<file path="src/rtl/rgb_pwm_driver_pkg.sv">
// Shared widths, colour-word slice positions and FSM encoding for the RGB PWM driver.
package rgb_pwm_driver_pkg;

    localparam int unsigned DUTY_W    = 8;
    localparam int unsigned RGB_W     = 24;
    localparam int unsigned RED_LSB   = 16;
    localparam int unsigned GREEN_LSB = 8;
    localparam int unsigned BLUE_LSB  = 0;

    typedef enum logic {
        StIdle = 1'b0,
        StRun  = 1'b1
    } state_e;

endpackage

</file>
<file path="src/rtl/pwm_channel.sv">
// One PWM channel: active duty register, period comparator and registered output.
module pwm_channel
    import rgb_pwm_driver_pkg::*;
(
    input  logic              clk,
    input  logic              rst_n,
    input  logic              run,
    input  logic              load_duty,
    input  logic [DUTY_W-1:0] duty_in,
    input  logic [DUTY_W-1:0] cnt,
    output logic              pwm
);

    logic [DUTY_W-1:0] duty_q;

    always_ff @(posedge clk or negedge rst_n) begin
        if (!rst_n) begin
            duty_q <= '0;
            pwm    <= 1'b0;
        end else begin
            if (load_duty) begin
                duty_q <= duty_in;
            end
            pwm <= run && (cnt < duty_q);
        end
    end

endmodule

</file>
<file path="src/rtl/rgb_pwm_driver.sv">
// Three-channel PWM driver with double-buffered duty; new colours take effect only at
// period boundaries so a running period never glitches.
module rgb_pwm_driver
    import rgb_pwm_driver_pkg::*;
#(
    parameter int unsigned PRESCALE = 1
) (
    input  logic             clk,
    input  logic             rst_n,
    input  logic             enable,
    input  logic [RGB_W-1:0] rgb,
    input  logic             load,
    output logic             pwm_r,
    output logic             pwm_g,
    output logic             pwm_b,
    output logic             period_start,
    output logic             pending
);

    localparam logic [15:0] PRESC_MAX = 16'(PRESCALE - 1);

    state_e            state_q;
    logic [15:0]       presc_q;
    logic [DUTY_W-1:0] cnt_q;
    logic [RGB_W-1:0]  shadow_q;
    logic              pending_q;
    logic              period_start_q;

    logic running;
    logic tick;
    logic boundary;
    logic transfer;

    // Gating with enable lets outputs and counters drop on the very next edge.
    assign running  = (state_q == StRun) && enable;
    assign tick     = running && (presc_q == PRESC_MAX);
    assign boundary = ((state_q == StIdle) && enable) || (tick && (cnt_q == 8'hFF));
    assign transfer = boundary && pending_q;

    always_ff @(posedge clk or negedge rst_n) begin
        if (!rst_n) begin
            state_q        <= StIdle;
            presc_q        <= '0;
            cnt_q          <= '0;
            shadow_q       <= '0;
            pending_q      <= 1'b0;
            period_start_q <= 1'b0;
        end else begin
            state_q <= enable ? StRun : StIdle;

            if (!running) begin
                presc_q <= '0;
            end else if (tick) begin
                presc_q <= '0;
            end else begin
                presc_q <= presc_q + 16'd1;
            end

            if (!running) begin
                cnt_q <= '0;
            end else if (tick) begin
                cnt_q <= cnt_q + 8'd1;
            end

            period_start_q <= boundary;

            // A load on the boundary edge refills the shadow after the old value moves out.
            if (load) begin
                shadow_q  <= rgb;
                pending_q <= 1'b1;
            end else if (boundary) begin
                pending_q <= 1'b0;
            end
        end
    end

    pwm_channel u_red (
        .clk       (clk),
        .rst_n     (rst_n),
        .run       (running),
        .load_duty (transfer),
        .duty_in   (shadow_q[RED_LSB +: DUTY_W]),
        .cnt       (cnt_q),
        .pwm       (pwm_r)
    );

    pwm_channel u_green (
        .clk       (clk),
        .rst_n     (rst_n),
        .run       (running),
        .load_duty (transfer),
        .duty_in   (shadow_q[GREEN_LSB +: DUTY_W]),
        .cnt       (cnt_q),
        .pwm       (pwm_g)
    );

    pwm_channel u_blue (
        .clk       (clk),
        .rst_n     (rst_n),
        .run       (running),
        .load_duty (transfer),
        .duty_in   (shadow_q[BLUE_LSB +: DUTY_W]),
        .cnt       (cnt_q),
        .pwm       (pwm_b)
    );

    assign period_start = period_start_q;
    assign pending      = pending_q;

endmodule
</file>
<file path="config.mk">
export PLATFORM = sky130hd
export DESIGN_NAME = rgb_pwm_driver
export DESIGN_NICKNAME = d
export VERILOG_FILES = /design/src/rtl/rgb_pwm_driver_pkg.sv /design/src/rtl/pwm_channel.sv /design/src/rtl/rgb_pwm_driver.sv
export SDC_FILE = /design/constraint.sdc
export NUM_CORES = 1
export LEC_CHECK = 0
export ABC_AREA = 1
export CORE_ASPECT_RATIO = 0.8
export CORE_MARGIN = 10
export CORE_UTILIZATION = 55
export CTS_CLUSTER_SIZE = 28
export DETAILED_ROUTE_END_ITERATION = 8
export PLACE_DENSITY = 0.86
export RECOVER_POWER = 100
export SLEW_MARGIN = 20
export SYNTH_ARGS = -nofsm -noshare
export SYNTH_HDL_FRONTEND = slang
export SYNTH_SLANG_ARGS = --single-unit
</file>
<file path="constraint.sdc">
create_clock -name clk -period 1.7 [get_ports clk]
set_input_delay 0.34 -clock clk [delete_from_list [all_inputs] [get_ports clk]]
set_output_delay 0.34 -clock clk [all_outputs]
set_load 0.02 [all_outputs]
</file>
==> qor.txt <==
CP max-delay cell - dfrtp_1
Fmax - 0.608 GHz
GRT Overall Usage - 0.156
die area - 0.0108 mm2
Post-synth top cells - 161 x nand2_1, 78 x dfrtp_1, 43 x inv_1
I/O Pins - 33
most common flop cell mapped by yosys - dfrtp_1
fin crit period - 1.65 ns
reg2reg start - presc_q[1]$_DFF_PN0_
slew at the pin closest to its max-slew limit - 0.902 ns
Root Driver - clkbuf_8
reg2reg end - u_blue.duty_q[0]$_DFFE_PN0P_
main combinational cell family by area after synthesis - simple AND/OR/NAND/NOR gates
clock-pin slew on the worst setup and hold paths - 0.08 ns
EDFF count, synth - 0
Yosys top cell area share - 0.503
status - complete, no violations
fin cells - 603
reg2reg path depth - 11
Tcrit/Tclk final - 0.968
DRC violations left - 0
diodes inserted - 0
post-route clock skew - 0.0105 ns
Post-Synth Simple-Gate Area - 0.285
Initial Util - 0.566
routed len/inst - 13.9 um
routability-driven placement congestion ratio - 0.849
max_cap viols - 0
total gr overflow - 0
Slew headroom - 0.399
XOR/XNOR Fraction of Synth Area - 0.0113
Hold Crit Class - reg2reg
pin count of the biggest net entering global routing - 37
post-synthesis cell type count - 27
Total Nets Final - 563
CP max stage delay - 0.40 ns
end of the critical path - u_blue.duty_q[0]$_DFFE_PN0P_
antenna-violating nets left - 0
post-synthesis mux area share - 0
most common cell type on the critical path - nand2_1
Synth area leaders - dfrtp_1 50%, nand2_1 16%, ha_1 7.7%
worst endpoint required time - 1.94 ns
final wirelength - 8370 um
Final Slew Violations - 0
cell with the most instances after synthesis - nand2_1
initial antenna violation count - 0
largest area contributor in the netlist - dfrtp_1
CTS sink cnt - 78
critical path data arrival time - 1.89 ns
number of global-route vias before repair - 3067
Die Y-Extent - 95.1 um
complex-gate fraction of the synthesized area - 0.0523
Pwr Density - 858 mW/mm2
Finish-stage setup viols - 0
IO Port Bufs - 32
Final Instance Area - 0.00466 mm2
Ys Warns - 0
start point of the critical path - presc_q[1]$_DFF_PN0_
layout cell share with drive strength beyond 1 - 0.136
First-pass DRT Iterations - 4
total CTS buffers - 9
CTS tree - yes
clk buf depth - 2
Worst Hold Depth - 2
Worst-Skew Late Latency - 0.36 ns
R2R setup slack - 0.05 ns
critical path cell sequence - inv_1 -> ha_2 -> inv_2 -> nor2_1 -> nand2_1 -> nor2_2 -> nand3_2 -> nand2_8 -> nand3_4 -> nand2_2 -> nand2_1
Syn Nets - 517
adder-cell area share of the yosys netlist - 0.0774
Place WS - -0.0356 ns
Post-DP HPWL - 6010 um
Hold Violations, Final - 0
Yosys reg bits - 78
Max rail drop VDD - 489 uV
first-pass GRT wire length - 14000 um
Leak - 2.32 nW
Setup crit start kind - flop
setup ws final - 0.0540 ns
synth-to-layout area growth - 20.2%
Cells after Synth - 465
critical path capture point type - flop
average via count per standard cell - 5.32
core area - 0.00686 mm2
Power, Total - 4.00 mW
async set or reset register ratio after synthesis - 1.00
initial DRC count - 225
Fillers - 513
DP Area - 0.00433 mm2
H-tree depth - 3
Seq/Total Area, Yosys - 0.503
Avg Synthesized Cell Area - 8.34 um2
number of cell rows - 27
placed insts - 581
setup TNS - 0 ns
die width - 114 um
via count - 3206
crit-path max FO - 8
RSZ-0062 raised after global routing - true
critical setup path kind - reg2reg
area of the mapped netlist - 0.00388 mm2
-- per-stage QoR --
step | utilization | hold slack, ns
CTS | 0.660 | 0.482
floorplan | - | 0.0444
global placement | 0.631 | 0.324
finish | 0.680 | 0.480
global route | 0.680 | 0.510
detailed placement | 0.631 | 0.325
-- worst min-delay path by stage --
stage	startpoint	endpoint	slack, ns
after floorplan	rst_n	cnt_q[0]$_DFFE_PN0P_	0.04
after global placement	rst_n	presc_q[5]$_DFF_PN0_	0.32
after detailed placement	rst_n	presc_q[5]$_DFF_PN0_	0.33
after CTS	shadow_q[14]$_DFFE_PN0P_	shadow_q[14]$_DFFE_PN0P_	0.48
after global routing	shadow_q[10]$_DFFE_PN0P_	shadow_q[10]$_DFFE_PN0P_	0.51
final	shadow_q[23]$_DFFE_PN0P_	shadow_q[23]$_DFFE_PN0P_	0.48
-- logic make-up after synthesis --
group / count (synthesis)
AOI/OAI and AO/OA: 40
xor gates and xnor gates: 5
adders and majority gates: 24
buffers and inverters: 65
DFF: 78
and+or+nand+nor: 253
-- worst max-delay path: cells and delay by family (launching register included) --
kind	cells	cell delay, ns
adders and majority gates	1	0.17
DFF	1	0.40
and+or+nand+nor	8	0.88
buffers and inverters	2	0.09
-- routing by layer --
metal  up-vias  global-route usage  routed length [um]
met1      1504               0.207                3870
met2       101               0.232                3840
met5         -                   0                   0
li1       1589                   -                   -
met3        12              0.0515                 543
met4         0              0.0615                 115
-- state kept, by name, indices dropped and copies added, names as in the netlist --
| name | flops |
|---|---|
| u_green.duty_q | 8 |
| u_red.duty_q | 8 |
| shadow_q | 24 |
| cnt_q | 8 |
| u_red.pwm | 1 |
| presc_q | 16 |
| u_blue.pwm | 1 |
| u_blue.duty_q | 8 |
| u_green.pwm | 1 |
| period_start | 1 |
| state_q | 1 |
| pending | 1 |
-- power breakdown --
group          switching, mW  total [mW]  internal [mW]
Sequential             0.112        2.13           2.02
Clock                  0.701        1.28          0.583
Combinational          0.335       0.591          0.257
-- layout by cell type, fill, tap and decap left out, types with 2 or more instances in the layout --
cell and n:
a21oi_1 21, buf_4 13, buf_8 2, clkbuf_8 10, clkdlybuf4s50_1 29, clkinvlp_4 2
dfrtp_1 78, dlymetal6s2s_1 2, ha_1 23, inv_1 42, inv_2 5, inv_6 2
nand2_1 145, nand2_2 17, nand3_1 12, nand3_2 3, nand3_4 3, nand4_1 25
nor2_1 31, nor2_2 7, nor3_1 4, nor3b_1 5, o21ai_0 18, xor2_1 4
-- what timing repair did --
action,CTS,global route
setup endpoints to repair,0,40
buffers inserted,0,2
hold endpoints to repair,33,0
hold buffers,1,0
resized for setup,0,30
-- final cells by class --
cell class	count	area [um2]	share of cell area
flip-flops and latches	78	1950	0.419
inverters	48	180	0.0386
clock buffers	11	141	0.0303
multi-input cells	325	1760	0.378
repair buffers	49	478	0.103
clock inverters	5	41.3	0.00886
well taps	87	109	0.0233
No activity file was read; power rests on OpenSTA's default activity.
